### src/rtl/axi_lite_reg_slave_v2_pkg.sv
// Shared types and constants for the NPU AXI4-Lite register slave.
package axi_lite_reg_slave_v2_pkg;

    typedef enum logic [1:0] {
        OKAY   = 2'b00,
        EXOKAY = 2'b01,
        SLVERR = 2'b10,
        DECERR = 2'b11
    } axi_resp_t;

    localparam int AXIL_MAX_RD_LATENCY = 4;

    typedef enum logic [1:0] {
        RD_IDLE,
        RD_ISSUE,
        RD_WAIT,
        RD_RESP
    } rd_state_t;

    function automatic axi_resp_t err_to_resp(input logic err);
        return err ? SLVERR : OKAY;
    endfunction

endpackage

### src/rtl/axi_lite_reg_slave_v2_if.sv
// AXI4-Lite bus bundle between the interconnect (master) and the register slave.
interface axi_lite_reg_slave_v2_if #(
    parameter int DATA_WIDTH = 32,
    parameter int ADDR_WIDTH = 32
);
    logic [ADDR_WIDTH-1:0]   awaddr;
    logic                    awvalid;
    logic                    awready;
    logic [DATA_WIDTH-1:0]   wdata;
    logic [DATA_WIDTH/8-1:0] wstrb;
    logic                    wvalid;
    logic                    wready;
    logic [1:0]              bresp;
    logic                    bvalid;
    logic                    bready;
    logic [ADDR_WIDTH-1:0]   araddr;
    logic                    arvalid;
    logic                    arready;
    logic [DATA_WIDTH-1:0]   rdata;
    logic [1:0]              rresp;
    logic                    rvalid;
    logic                    rready;

    modport master (
        output awaddr, awvalid, wdata, wstrb, wvalid, bready, araddr, arvalid, rready,
        input  awready, wready, bresp, bvalid, arready, rdata, rresp, rvalid
    );

    modport slave (
        input  awaddr, awvalid, wdata, wstrb, wvalid, bready, araddr, arvalid, rready,
        output awready, wready, bresp, bvalid, arready, rdata, rresp, rvalid
    );
endinterface

### src/rtl/axi_lite_reg_slave_v2_hold_slot.sv
// One-entry holding slot: captures a payload on handshake and stays full until cleared.
module axil_hold_slot #(
    parameter int WIDTH = 32
) (
    input  logic             clk,
    input  logic             rst,
    input  logic             valid_i,
    input  logic             clr_i,
    input  logic [WIDTH-1:0] data_i,
    output logic             ready_o,
    output logic             full_o,
    output logic [WIDTH-1:0] data_o
);
    logic             full_q, full_d;
    logic             ready_q;
    logic [WIDTH-1:0] data_q;
    logic             take;

    assign take = valid_i & ready_q;

    always_comb begin
        full_d = full_q;
        if (clr_i) full_d = 1'b0;
        if (take)  full_d = 1'b1;
    end

    // Ready is registered so it stays low throughout reset and rises one edge later.
    always_ff @(posedge clk or posedge rst) begin
        if (rst) begin
            full_q  <= 1'b0;
            ready_q <= 1'b0;
            data_q  <= '0;
        end else begin
            full_q  <= full_d;
            ready_q <= ~full_d;
            if (take) data_q <= data_i;
        end
    end

    assign ready_o = ready_q;
    assign full_o  = full_q;
    assign data_o  = data_q;
endmodule

### src/rtl/axi_lite_reg_slave_v2.sv
// AXI4-Lite register slave: decodes AXI-Lite reads/writes into single-cycle register-file strobes.
module axi_lite_reg_slave_v2
    import axi_lite_reg_slave_v2_pkg::*;
#(
    parameter int                    DATA_WIDTH = 32,
    parameter int                    ADDR_WIDTH = 32,
    parameter int                    NUM_REGS   = 64,
    parameter logic [ADDR_WIDTH-1:0] BASE_ADDR  = '0,
    parameter int                    RD_LATENCY = 1
) (
    input  logic                        clk,
    input  logic                        rst,
    axi_lite_reg_slave_v2_if.slave      s_axil,
    output logic                        reg_wr_en,
    output logic [$clog2(NUM_REGS)-1:0] reg_wr_addr,
    output logic [DATA_WIDTH-1:0]       reg_wr_data,
    output logic [DATA_WIDTH/8-1:0]     reg_wr_strb,
    input  logic                        reg_wr_err,
    output logic                        reg_rd_en,
    output logic [$clog2(NUM_REGS)-1:0] reg_rd_addr,
    input  logic [DATA_WIDTH-1:0]       reg_rd_data,
    input  logic                        reg_rd_err
);
    localparam int STRB_W = DATA_WIDTH / 8;
    localparam int AL     = $clog2(STRB_W);
    localparam int IDX_W  = $clog2(NUM_REGS);
    localparam int CNT_W  = $clog2(AXIL_MAX_RD_LATENCY);
    localparam logic [ADDR_WIDTH-1:0] WINDOW = ADDR_WIDTH'(NUM_REGS * STRB_W);

    // Offset is taken at bus width; addresses below the base are rejected explicitly.
    function automatic logic addr_ok(input logic [ADDR_WIDTH-1:0] a);
        logic [ADDR_WIDTH-1:0] off;
        off = a - BASE_ADDR;
        return (a >= BASE_ADDR) && (off < WINDOW) && (a[AL-1:0] == '0);
    endfunction

    logic                     aw_full, w_full;
    logic [ADDR_WIDTH-1:0]    aw_addr;
    logic [DATA_WIDTH+STRB_W-1:0] w_payload;
    logic [STRB_W-1:0]        wr_strb;
    logic                     wr_issue, wr_dec_ok;
    logic                     bvalid_q, bvalid_d;
    axi_resp_t                bresp_q, bresp_d;

    assign wr_issue  = aw_full & w_full & ~bvalid_q;
    assign wr_dec_ok = addr_ok(aw_addr);
    assign wr_strb   = w_payload[DATA_WIDTH +: STRB_W];

    axil_hold_slot #(.WIDTH(ADDR_WIDTH)) u_aw_slot (
        .clk(clk), .rst(rst), .valid_i(s_axil.awvalid), .clr_i(wr_issue),
        .data_i(s_axil.awaddr), .ready_o(s_axil.awready), .full_o(aw_full), .data_o(aw_addr)
    );

    axil_hold_slot #(.WIDTH(DATA_WIDTH + STRB_W)) u_w_slot (
        .clk(clk), .rst(rst), .valid_i(s_axil.wvalid), .clr_i(wr_issue),
        .data_i({s_axil.wstrb, s_axil.wdata}), .ready_o(s_axil.wready), .full_o(w_full),
        .data_o(w_payload)
    );

    assign reg_wr_en   = wr_issue & wr_dec_ok & (wr_strb != '0);
    assign reg_wr_addr = aw_addr[IDX_W+AL-1:AL];
    assign reg_wr_data = w_payload[DATA_WIDTH-1:0];
    assign reg_wr_strb = wr_strb;

    always_comb begin
        bvalid_d = bvalid_q;
        bresp_d  = bresp_q;
        if (wr_issue) begin
            bvalid_d = 1'b1;
            if (!wr_dec_ok)           bresp_d = SLVERR;
            else if (wr_strb == '0)   bresp_d = OKAY;
            else                      bresp_d = err_to_resp(reg_wr_err);
        end else if (bvalid_q && s_axil.bready) begin
            bvalid_d = 1'b0;
        end
    end

    rd_state_t             rd_state_q, rd_state_d;
    logic [CNT_W-1:0]      rd_cnt_q, rd_cnt_d;
    logic [ADDR_WIDTH-1:0] ar_addr_q, ar_addr_d;
    logic [DATA_WIDTH-1:0] rdata_q, rdata_d;
    axi_resp_t             rresp_q, rresp_d;
    logic                  arready_q;
    logic                  rd_dec_ok;

    assign rd_dec_ok = addr_ok(ar_addr_q);

    always_comb begin
        rd_state_d = rd_state_q;
        rd_cnt_d   = rd_cnt_q;
        ar_addr_d  = ar_addr_q;
        rdata_d    = rdata_q;
        rresp_d    = rresp_q;
        reg_rd_en  = 1'b0;
        case (rd_state_q)
            RD_IDLE: begin
                if (s_axil.arvalid && arready_q) begin
                    ar_addr_d  = s_axil.araddr;
                    rd_state_d = RD_ISSUE;
                end
            end
            RD_ISSUE: begin
                if (rd_dec_ok) begin
                    reg_rd_en  = 1'b1;
                    rd_cnt_d   = CNT_W'(RD_LATENCY - 1);
                    rd_state_d = RD_WAIT;
                end else begin
                    rdata_d    = '0;
                    rresp_d    = SLVERR;
                    rd_state_d = RD_RESP;
                end
            end
            RD_WAIT: begin
                if (rd_cnt_q == '0) begin
                    rdata_d    = reg_rd_data;
                    rresp_d    = err_to_resp(reg_rd_err);
                    rd_state_d = RD_RESP;
                end else begin
                    rd_cnt_d = rd_cnt_q - 1'b1;
                end
            end
            RD_RESP: begin
                if (s_axil.rready) rd_state_d = RD_IDLE;
            end
            default: rd_state_d = RD_IDLE;
        endcase
    end

    always_ff @(posedge clk or posedge rst) begin
        if (rst) begin
            bvalid_q   <= 1'b0;
            bresp_q    <= OKAY;
            rd_state_q <= RD_IDLE;
            rd_cnt_q   <= '0;
            ar_addr_q  <= '0;
            rdata_q    <= '0;
            rresp_q    <= OKAY;
            arready_q  <= 1'b0;
        end else begin
            bvalid_q   <= bvalid_d;
            bresp_q    <= bresp_d;
            rd_state_q <= rd_state_d;
            rd_cnt_q   <= rd_cnt_d;
            ar_addr_q  <= ar_addr_d;
            rdata_q    <= rdata_d;
            rresp_q    <= rresp_d;
            arready_q  <= (rd_state_d == RD_IDLE);
        end
    end

    assign reg_rd_addr    = ar_addr_q[IDX_W+AL-1:AL];
    assign s_axil.arready = arready_q;
    assign s_axil.rvalid  = (rd_state_q == RD_RESP);
    assign s_axil.rdata   = rdata_q;
    assign s_axil.rresp   = rresp_q;
    assign s_axil.bvalid  = bvalid_q;
    assign s_axil.bresp   = bresp_q;
endmodule

### src/flat_wrapper.sv
// flat-port wrapper written by rule: the top's interface ports become plain ports
module axi_lite_reg_slave_v2_flat import axi_lite_reg_slave_v2_pkg::*;
#(
    parameter int                    DATA_WIDTH = 32,
    parameter int                    ADDR_WIDTH = 32,
    parameter int                    NUM_REGS   = 64,
    parameter logic [ADDR_WIDTH-1:0] BASE_ADDR  = '0,
    parameter int                    RD_LATENCY = 1
)
  (clk, rst, reg_wr_en, reg_wr_addr, reg_wr_data, reg_wr_strb, reg_wr_err, reg_rd_en, reg_rd_addr, reg_rd_data, reg_rd_err, s_axil_awaddr, s_axil_awvalid, s_axil_wdata, s_axil_wstrb, s_axil_wvalid, s_axil_bready, s_axil_araddr, s_axil_arvalid, s_axil_rready, s_axil_awready, s_axil_wready, s_axil_bresp, s_axil_bvalid, s_axil_arready, s_axil_rdata, s_axil_rresp, s_axil_rvalid);
  axi_lite_reg_slave_v2_if #(.DATA_WIDTH(DATA_WIDTH), .ADDR_WIDTH(ADDR_WIDTH)) s_axil_i ();
  input  logic clk;
  input  logic rst;
  output logic reg_wr_en;
  output logic [$clog2(NUM_REGS)-1:0] reg_wr_addr;
  output logic [DATA_WIDTH-1:0] reg_wr_data;
  output logic [DATA_WIDTH/8-1:0] reg_wr_strb;
  input  logic reg_wr_err;
  output logic reg_rd_en;
  output logic [$clog2(NUM_REGS)-1:0] reg_rd_addr;
  input  logic [DATA_WIDTH-1:0] reg_rd_data;
  input  logic reg_rd_err;
  input wire logic [$bits(s_axil_i.awaddr)-1:0] s_axil_awaddr;
  input wire logic [$bits(s_axil_i.awvalid)-1:0] s_axil_awvalid;
  input wire logic [$bits(s_axil_i.wdata)-1:0] s_axil_wdata;
  input wire logic [$bits(s_axil_i.wstrb)-1:0] s_axil_wstrb;
  input wire logic [$bits(s_axil_i.wvalid)-1:0] s_axil_wvalid;
  input wire logic [$bits(s_axil_i.bready)-1:0] s_axil_bready;
  input wire logic [$bits(s_axil_i.araddr)-1:0] s_axil_araddr;
  input wire logic [$bits(s_axil_i.arvalid)-1:0] s_axil_arvalid;
  input wire logic [$bits(s_axil_i.rready)-1:0] s_axil_rready;
  output wire logic [$bits(s_axil_i.awready)-1:0] s_axil_awready;
  output wire logic [$bits(s_axil_i.wready)-1:0] s_axil_wready;
  output wire logic [$bits(s_axil_i.bresp)-1:0] s_axil_bresp;
  output wire logic [$bits(s_axil_i.bvalid)-1:0] s_axil_bvalid;
  output wire logic [$bits(s_axil_i.arready)-1:0] s_axil_arready;
  output wire logic [$bits(s_axil_i.rdata)-1:0] s_axil_rdata;
  output wire logic [$bits(s_axil_i.rresp)-1:0] s_axil_rresp;
  output wire logic [$bits(s_axil_i.rvalid)-1:0] s_axil_rvalid;
  assign s_axil_i.awaddr = s_axil_awaddr;
  assign s_axil_i.awvalid = s_axil_awvalid;
  assign s_axil_i.wdata = s_axil_wdata;
  assign s_axil_i.wstrb = s_axil_wstrb;
  assign s_axil_i.wvalid = s_axil_wvalid;
  assign s_axil_i.bready = s_axil_bready;
  assign s_axil_i.araddr = s_axil_araddr;
  assign s_axil_i.arvalid = s_axil_arvalid;
  assign s_axil_i.rready = s_axil_rready;
  assign s_axil_awready = s_axil_i.awready;
  assign s_axil_wready = s_axil_i.wready;
  assign s_axil_bresp = s_axil_i.bresp;
  assign s_axil_bvalid = s_axil_i.bvalid;
  assign s_axil_arready = s_axil_i.arready;
  assign s_axil_rdata = s_axil_i.rdata;
  assign s_axil_rresp = s_axil_i.rresp;
  assign s_axil_rvalid = s_axil_i.rvalid;
  axi_lite_reg_slave_v2 #(.DATA_WIDTH(DATA_WIDTH), .ADDR_WIDTH(ADDR_WIDTH), .NUM_REGS(NUM_REGS), .BASE_ADDR(BASE_ADDR), .RD_LATENCY(RD_LATENCY)) u_core (.clk(clk), .rst(rst), .s_axil(s_axil_i), .reg_wr_en(reg_wr_en), .reg_wr_addr(reg_wr_addr), .reg_wr_data(reg_wr_data), .reg_wr_strb(reg_wr_strb), .reg_wr_err(reg_wr_err), .reg_rd_en(reg_rd_en), .reg_rd_addr(reg_rd_addr), .reg_rd_data(reg_rd_data), .reg_rd_err(reg_rd_err));
endmodule
### config.mk
export PLATFORM = sky130hd
export DESIGN_NAME = axi_lite_reg_slave_v2_flat
export DESIGN_NICKNAME = d
export VERILOG_FILES = /design/src/rtl/axi_lite_reg_slave_v2_pkg.sv /design/src/rtl/axi_lite_reg_slave_v2_if.sv /design/src/rtl/axi_lite_reg_slave_v2_hold_slot.sv /design/src/rtl/axi_lite_reg_slave_v2.sv /design/src/flat_wrapper.sv
export SDC_FILE = /design/constraint.sdc
export NUM_CORES = 1
export LEC_CHECK = 0
export CAP_MARGIN = 20
export CORE_ASPECT_RATIO = 0.7
export CORE_MARGIN = 2
export CORE_UTILIZATION = 25
export CTS_BUF_LIST = sky130_fd_sc_hd__clkbuf_4 sky130_fd_sc_hd__clkbuf_8 sky130_fd_sc_hd__clkbuf_16
export DETAILED_ROUTE_END_ITERATION = 6
export GPL_TIMING_DRIVEN = 0
export PLACE_DENSITY = 0.49
export SLEW_MARGIN = 20
export SYNTH_ARGS = -nofsm -noshare
export SYNTH_HDL_FRONTEND = slang
export SYNTH_SLANG_ARGS = --single-unit
### constraint.sdc
create_clock -name clk -period 5 [get_ports clk]
set_input_delay 0.75 -clock clk [delete_from_list [all_inputs] [get_ports clk]]
set_output_delay 0.75 -clock clk [all_outputs]
set_load 0.005 [all_outputs]
==> results of run 1 <==
==> cells in the final DEF (no fill, tap or decap), types with 7 or more instances in the layout <==
cell type / instances
sky130_fd_sc_hd__a22o_2: 31
sky130_fd_sc_hd__buf_1: 7
sky130_fd_sc_hd__buf_4: 14
sky130_fd_sc_hd__clkbuf_16: 17
sky130_fd_sc_hd__clkdlybuf4s50_1: 229
sky130_fd_sc_hd__dfrtp_1: 144
sky130_fd_sc_hd__inv_1: 11
sky130_fd_sc_hd__mux2_2: 100
sky130_fd_sc_hd__nand2_1: 8
sky130_fd_sc_hd__nor2_1: 8
sky130_fd_sc_hd__nor4_1: 11
==> layer usage <==
metal  global-route usage [%]  share of wire (%)
met5                        0                  0
met2                     18.9                 44
met3                     4.96                7.5
met1                     17.5                 48
met4                     5.03                1.3
==> worst paths after layout <==
check                           slack [ns]                                from  cells past startpoint                                     to
min in group asynchronous             0.77                                 rst                      2  u_core.u_w_slot.data_o[8]$_DFFE_PP0P_
worst max-delay path                  1.71      u_core.rd_state_q[1]$_DFF_PP0_                      6                              reg_rd_en
worst min-delay path                  0.50  u_core.s_axil.rdata[6]$_DFFE_PP0P_                      1     u_core.s_axil.rdata[6]$_DFFE_PP0P_
worst min register to register        0.50  u_core.s_axil.rdata[6]$_DFFE_PP0P_                      1     u_core.s_axil.rdata[6]$_DFFE_PP0P_
worst max register to register        2.37      u_core.rd_state_q[0]$_DFF_PP0_                      6    u_core.s_axil.rdata[15]$_DFFE_PP0P_
max in group asynchronous             3.46                                 rst                      3     u_core.s_axil.rresp[1]$_DFFE_PP0P_
==> power groups by stage <==
stage,Sequential (mW),Combinational (mW),Clock [mW]
after floorplan,2.01,1.05,0
after global placement,2.02,2.07,0
after detailed placement,2.05,2.12,0
after CTS,2.03,2.13,1.21
after global routing,2.10,2.28,1.27
final,2.02,2.09,1.16
==> state kept, by name (all words and copies together) (netlist names), 2 cells and up <==
signal	cells
u_core.u_aw_slot.data_o	32
u_core.s_axil.rdata	32
u_core.u_w_slot.data_o	36
u_core.rd_cnt_q	2
u_core.ar_addr_q	32
u_core.rd_state_q	2
==> layout make-up <==
class	instances	area, um^2	area share [%]
Tap cell	312	390	4.32
Timing Repair Buffer	230	2320	25.6
Inverter	12	52.6	0.581
Clock buffer	25	498	5.51
Buffer	31	201	2.23
Clock inverter	5	33.8	0.373
Sequential cell	144	3600	39.8
Multi-Input combinational cell	207	1950	21.5
==> worst reg2reg max path: stages, from the launching register on <==
cell,delay [ns]
sky130_fd_sc_hd__dfrtp_1,0.39
sky130_fd_sc_hd__inv_1,0.10
sky130_fd_sc_hd__ha_1,0.40
sky130_fd_sc_hd__inv_1,0.11
sky130_fd_sc_hd__a311oi_1,0.92
sky130_fd_sc_hd__buf_2,0.45
sky130_fd_sc_hd__a22o_2,0.20
==> synthesized netlist by cell type (all sizes together) <==
cell / instances / area [um^2]
dfrtp: 144 / 3600
mux2: 100 / 1130
a22o: 32 / 319
buf: 27 / 186
inv: 12 / 45.0
nor4: 11 / 68.8
nand2: 8 / 30.0
nor2: 8 / 30.0
a21oi: 6 / 30.0
ha: 6 / 75.1
clkbuf: 4 / 15.0
nand3: 4 / 20.0
nand4: 4 / 25.0
or4: 4 / 45.0
a211o: 2 / 17.5
nand2b: 2 / 12.5
nor3: 2 / 10.0
o211ai: 2 / 28.8
o21ai: 2 / 10.0
o22ai: 2 / 12.5
a22oi: 1 / 7.51
a311oi: 1 / 8.76
and2: 1 / 6.26
and3b: 1 / 8.76
and4: 1 / 8.76
conb: 1 / 3.75
mux2i: 1 / 10.0
nand3b: 1 / 7.51
nor2b: 1 / 6.26
o21a: 1 / 7.51
or2: 1 / 6.26
==> metrics by stage <==
step                hold WS (ns)  cells
floorplan                  0.473    394
global placement           0.487    935
detailed placement         0.490    936
CTS                        0.506    966
global route               0.514    966
finish                     0.501    966
==> cell families (layout without fill, tap and decap cells) <==
group | count (synthesis) | after routing | synth area share (%)
DFF | 144 | 144 | 62.2
muxes | 101 | 101 | 19.6
AOI/OAI and AO/OA | 49 | 49 | 7.63
other | 1 | 2 | 0.0647
adders and majority gates | 6 | 6 | 1.30
and+or+nand+nor | 49 | 49 | 4.93
buffers and inverters | 43 | 303 | 4.26
==> flow_summary.json, run 1 <==
{
  "run_status": "completed",
  "finalSetupViolations": 0,
  "final-hold-violation-count": 0,
  "cts_max_level": 4,
  "clock_sink_count": 144,
  "port_buffers": 229,
  "fin_total_pwr_mw": 5.28,
  "netlist-cell-type-count": 36,
  "detail_route.iter0.violations": 112,
  "clock_tree.buffer_depth": 2,
  "drc": 0,
  "cap_violations": 0,
  "io_count": 232,
  "drt.antenna.violating_nets": 0,
  "grt_first_pass_wirelength_mm": 24.4,
  "fmax_ghz": 0.304,
  "power_report.internal_total_mw": 3.76,
  "reported_leakage_power_nw": 3.82,
  "crit_arrival_ns": 2.54,
  "timing_worst_setup_path_type": "flip-flop to primary output",
  "finalSetupTns_ns": 0,
  "core-area_mm2": 0.0227,
  "crit_path_top_delay_cell": "sky130_fd_sc_hd__or4_4",
  "design_area_mm2": 0.00904,
  "chipHeight_um": 131,
  "critPathCaptureType": "primary output",
  "gp_congestion": 0.728,
  "synth-seq-area-share_pct": 62.2,
  "post-cts-setup-buffer-count": 0,
  "p_sw_mw": 1.52,
  "num-nets-final": 790,
  "insertion_delay_ns": 0.42,
  "cts.clk_slew.worst_paths_ns": 0.06,
  "post_drt_wl_per_cell_um": 15.8,
  "grt_overflow_total": 0,
  "power_frac_clock_pct": 22.0,
  "num_vias": 4044,
  "drt_pass1_iterations": 4,
  "antenna_found_initial": 0,
  "floorplan.initialDensity_pct": 25.5,
  "placement_rows": 46,
  "rsz0062_at_grt": "no",
  "setup_slack_ns": 1.71,
  "grt_max_degree": 75,
  "power_share_of_the_sequential_group_pct": 38.4,
  "swShare_pct": 28.8,
  "design.die.area_mm2": 0.0244,
  "syn_to_final_growth_pct": 56.2,
  "crit_path_cell_trace": "inv_1 -> ha_1 -> inv_1 -> or4_4 -> nor2_1 -> clkdlybuf4s50_1",
  "placement.cell_area_mm2": 0.00851,
  "min_path_type": "flip-flop to flip-flop",
  "clk_root_buffer_cell": "sky130_fd_sc_hd__clkbuf_16",
  "die_width_um": 186,
  "dp_slack_ns": 2.14,
  "layout_worst_path_cycle_share_pct": 65.9,
  "crit_top_cell": "sky130_fd_sc_hd__inv_1",
  "synth_warnings": 0,
  "dpl.hpwl_mm": 11.4,
  "grt_pass1_vias": 4417,
  "synth_seq_cells": 144,
  "insertedDiodeCount": 0,
  "drt-total-wl_mm": 15.3,
  "cts_repair_resize_count": 0,
  "crit_buf_inv": 3,
  "critical-path-max-stage-delay_ns": 0.56,
  "critPathRequiredTime_ns": 4.25,
  "synth_cells": 393,
  "critical_path.top_delay_family": "buffers and inverters",
  "max_slew_margin_pct": 23.7,
  "postCtsHoldBufs": 0,
  "transition_time_of_the_tightest_slew_check_pin_ns": 1.14,
  "fin_skew_ns": 0.00821,
  "cts-buffers-inserted": 17,
  "combPwrFrac_pct": 39.6,
  "period_minus_slack_ns": 3.29,
  "start_kind": "flip-flop",
  "tritoncts": "yes",
  "drt-vias-per-instance": 4.19,
  "ir_drop_mv": 0.278,
  "timing.final.max_slew_violations": 0,
  "share_of_post_route_cells_with_drive_strength_above_1_pct": 28.9,
  "timing.critical_path.fanout_max": 4,
  "synthesis.area_mm2": 0.00579,
  "layout.core_utilization_pct": 39.9,
  "grt.total_usage_pct": 13.0,
  "power_density_over_the_cells_mw_per_mm2": 583,
  "synthesis.area_per_instance_um2": 14.7,
  "layout.filler_cells": 2149
}
No activity file was read; power rests on OpenSTA's default activity.
==> inputs of run 2 (changes only) <==
--- a/config.mk
+++ b/config.mk
@@ -12,7 +12,7 @@
 export CTS_BUF_LIST = sky130_fd_sc_hd__clkbuf_4 sky130_fd_sc_hd__clkbuf_8 sky130_fd_sc_hd__clkbuf_16
 export DETAILED_ROUTE_END_ITERATION = 6
 export GPL_TIMING_DRIVEN = 0
-export PLACE_DENSITY = 0.49
+export PLACE_DENSITY = 0.51
 export SLEW_MARGIN = 20
 export SYNTH_ARGS = -nofsm -noshare
 export SYNTH_HDL_FRONTEND = slang
==> constraint.sdc (replaced) <==
create_clock -name clk -period 2.7 [get_ports clk]
set_input_delay 0.405 -clock clk [delete_from_list [all_inputs] [get_ports clk]]
set_output_delay 0.405 -clock clk [all_outputs]
set_load 0.005 [all_outputs]
==> flow_summary.json, run 2 (same netlist as run 1, synthesis figures left out) <==
{
  "cts_max_level": 4,
  "power_share_of_the_sequential_group_pct": 38.6,
  "transition_time_of_the_tightest_slew_check_pin_ns": 0.624,
  "clock_tree.buffer_depth": 2,
  "grt_most_used_layer": "met2",
  "timing.final.max_slew_violations": 0,
  "insertedDiodeCount": 0,
  "swShare_pct": 29.1,
  "post-cts-setup-buffer-count": 0,
  "critPathCaptureType": "primary output",
  "cts.clk_slew.worst_paths_ns": 0.06,
  "drt_pass1_iterations": 5,
  "detail_route.iter0.violations": 126,
  "floorplan.initialDensity_pct": 25.5,
  "max_slew_margin_pct": 58.4,
  "grt_first_pass_wirelength_mm": 24.2,
  "fmax_ghz": 0.390,
  "clk_root_buffer_cell": "sky130_fd_sc_hd__clkbuf_16",
  "tritoncts": "yes",
  "syn_to_final_growth_pct": 57.7,
  "power_report.internal_total_mw": 6.94,
  "crit_path_top_delay_cell": "sky130_fd_sc_hd__clkdlybuf4s50_1",
  "dpl.hpwl_mm": 11.8,
  "share_of_post_route_cells_with_drive_strength_above_1_pct": 29.9,
  "finalSetupViolations": 0,
  "rsz0062_at_grt": "no",
  "p_sw_mw": 2.85,
  "power_frac_clock_pct": 21.6,
  "grt_overflow_total": 0,
  "io_count": 232,
  "final_cell_mix": "sky130_fd_sc_hd__clkdlybuf4s50_1, sky130_fd_sc_hd__dfrtp_1, sky130_fd_sc_hd__mux2_2, sky130_fd_sc_hd__a22o_2, sky130_fd_sc_hd__clkbuf_16",
  "design_area_mm2": 0.00913,
  "timing.critical_path.fanout_max": 2,
  "crit_arrival_ns": 2.16,
  "port_buffers": 229,
  "grt_pass1_vias": 4469,
  "insertion_delay_ns": 0.42,
  "num_vias": 4106,
  "grt.total_usage_pct": 13.0,
  "crit_path_cell_trace": "nor4_1 -> nand4_1 -> nor3_1 -> clkdlybuf4s50_1",
  "largest_register_ffs": 36,
  "post_drt_wl_per_cell_um": 16.0,
  "drt-total-wl_mm": 15.5,
  "placement.cell_area_mm2": 0.00861,
  "layout_commonest_cell": "sky130_fd_sc_hd__clkdlybuf4s50_1",
  "dp_slack_ns": 0.178,
  "layout_worst_path_cycle_share_pct": 95.0,
  "clock_sink_count": 144,
  "reported_leakage_power_nw": 3.85,
  "met3_usage_pct": 4.82,
  "num-nets-final": 794,
  "die_width_um": 186,
  "setup_slack_ns": 0.134,
  "placement_rows": 46,
  "antenna_found_initial": 0,
  "min_path_type": "input pin to asynchronous set/reset pin",
  "cts-buffers-inserted": 17,
  "critPathRequiredTime_ns": 2.30,
  "timing_worst_setup_path_type": "flip-flop to primary output",
  "critical-path-max-stage-delay_ns": 0.54,
  "combPwrFrac_pct": 39.8,
  "period_minus_slack_ns": 2.57,
  "grt_max_degree": 37,
  "run_status": "completed",
  "power_density_over_the_cells_mw_per_mm2": 1070,
  "drt.antenna.violating_nets": 0,
  "design.die.area_mm2": 0.0244,
  "core-area_mm2": 0.0227,
  "drc": 0,
  "cap_violations": 0,
  "final-hold-violation-count": 0,
  "ir_drop_mv": 0.429,
  "grt_use_met1_pct": 16.7,
  "chipHeight_um": 131,
  "met2_routing_resource_usage_after_global_routing_pct": 19.8,
  "start_kind": "flip-flop",
  "gp_congestion": 0.735,
  "drt-vias-per-instance": 4.23,
  "rr_worst_depth": 5,
  "fin_skew_ns": 0.00705
}
-- run 2: layer usage --
layer / part of all wire [%] / up-vias
met5: 0 / -
met3: 7.3 / 15
met2: 45 / 125
met1: 46 / 2053
li1: - / 1913
met4: 1.6 / 0
-- run 2: path summary, 6_finish.rpt --
| kind | start | to | slack (ns) |
|---|---|---|---|
| max | u_core.u_aw_slot.data_o[30]$_DFFE_PP0P_ | reg_wr_en | 0.13 |
| min | rst | u_core.ar_addr_q[4]$_DFFE_PP0P_ | 0.36 |
| max reg2reg | u_core.ar_addr_q[19]$_DFFE_PP0P_ | u_core.s_axil.rdata[17]$_DFFE_PP0P_ | 0.40 |
| min reg2reg | u_core.u_w_slot.data_o[21]$_DFFE_PP0P_ | u_core.u_w_slot.data_o[21]$_DFFE_PP0P_ | 0.50 |
| max in group asynchronous | rst | u_core.u_aw_slot.data_o[15]$_DFFE_PP0P_ | 1.60 |
| min in group clk | u_core.u_w_slot.data_o[21]$_DFFE_PP0P_ | u_core.u_w_slot.data_o[21]$_DFFE_PP0P_ | 0.50 |
-- run 2: power groups by stage --
stage / combinational, mW / clock, mW / sequential [mW]
CTS: 3.96 / 2.19 / 3.78
finish: 3.90 / 2.11 / 3.78
global placement: 3.84 / 0 / 3.75
detailed placement: 3.94 / 0 / 3.80
floorplan: 1.94 / 0 / 3.73
global route: 4.23 / 2.29 / 3.92
-- run 2: what timing repair did --
item,CTS,global route
resized for setup,2,3
cloned,0,0
endpoints found under the setup margin,1,2
hold buffers,0,0
pin swaps,0,1
-- run 2: metrics by stage --
stage / setup TNS, ns / std cells / hold slack, ns / utilization [%] / total power [mW]
2_1_floorplan: 0 / 394 / 0.473 / - / 5.66
3_3_place_gp: -116.46 / 935 / 0.488 / 37.4 / 7.59
3_5_place_dp: 0 / 940 / 0.492 / 38.0 / 7.73
4_1_cts: 0 / 970 / 0.346 / 40.3 / 9.92
5_1_grt: 0 / 970 / 0.376 / 40.3 / 10.4
6_report: 0 / 970 / 0.361 / 40.3 / 9.79
-- run 2: cell type report --
cell class | instances | area, um^2
tap | 312 | 390
inverter | 12 | 48.8
buffer | 31 | 201
sequential | 144 | 3600
timing repair buffer | 234 | 2410
clock inverter | 7 | 40.0
multi-input combinational | 207 | 1960
clock buffer | 23 | 477
fill | 2157 | 13500
-- run 2: critical path, delay by kind of cell, from the launching register on --
kind	cells	cell delay, ns
buffers and inverters	1	0.54
flip-flops	1	0.38
AND/OR/NAND/NOR	3	0.83
==> inputs of run 3 (changes only) <==
--- a/config.mk
+++ b/config.mk
@@ -5,7 +5,6 @@
 export SDC_FILE = /design/constraint.sdc
 export NUM_CORES = 1
 export LEC_CHECK = 0
-export CAP_MARGIN = 20
 export CORE_ASPECT_RATIO = 0.7
 export CORE_MARGIN = 2
 export CORE_UTILIZATION = 25
==> results of run 3 <==
Same layout as run 2: the final DEF is identical, and so are final timing and power.
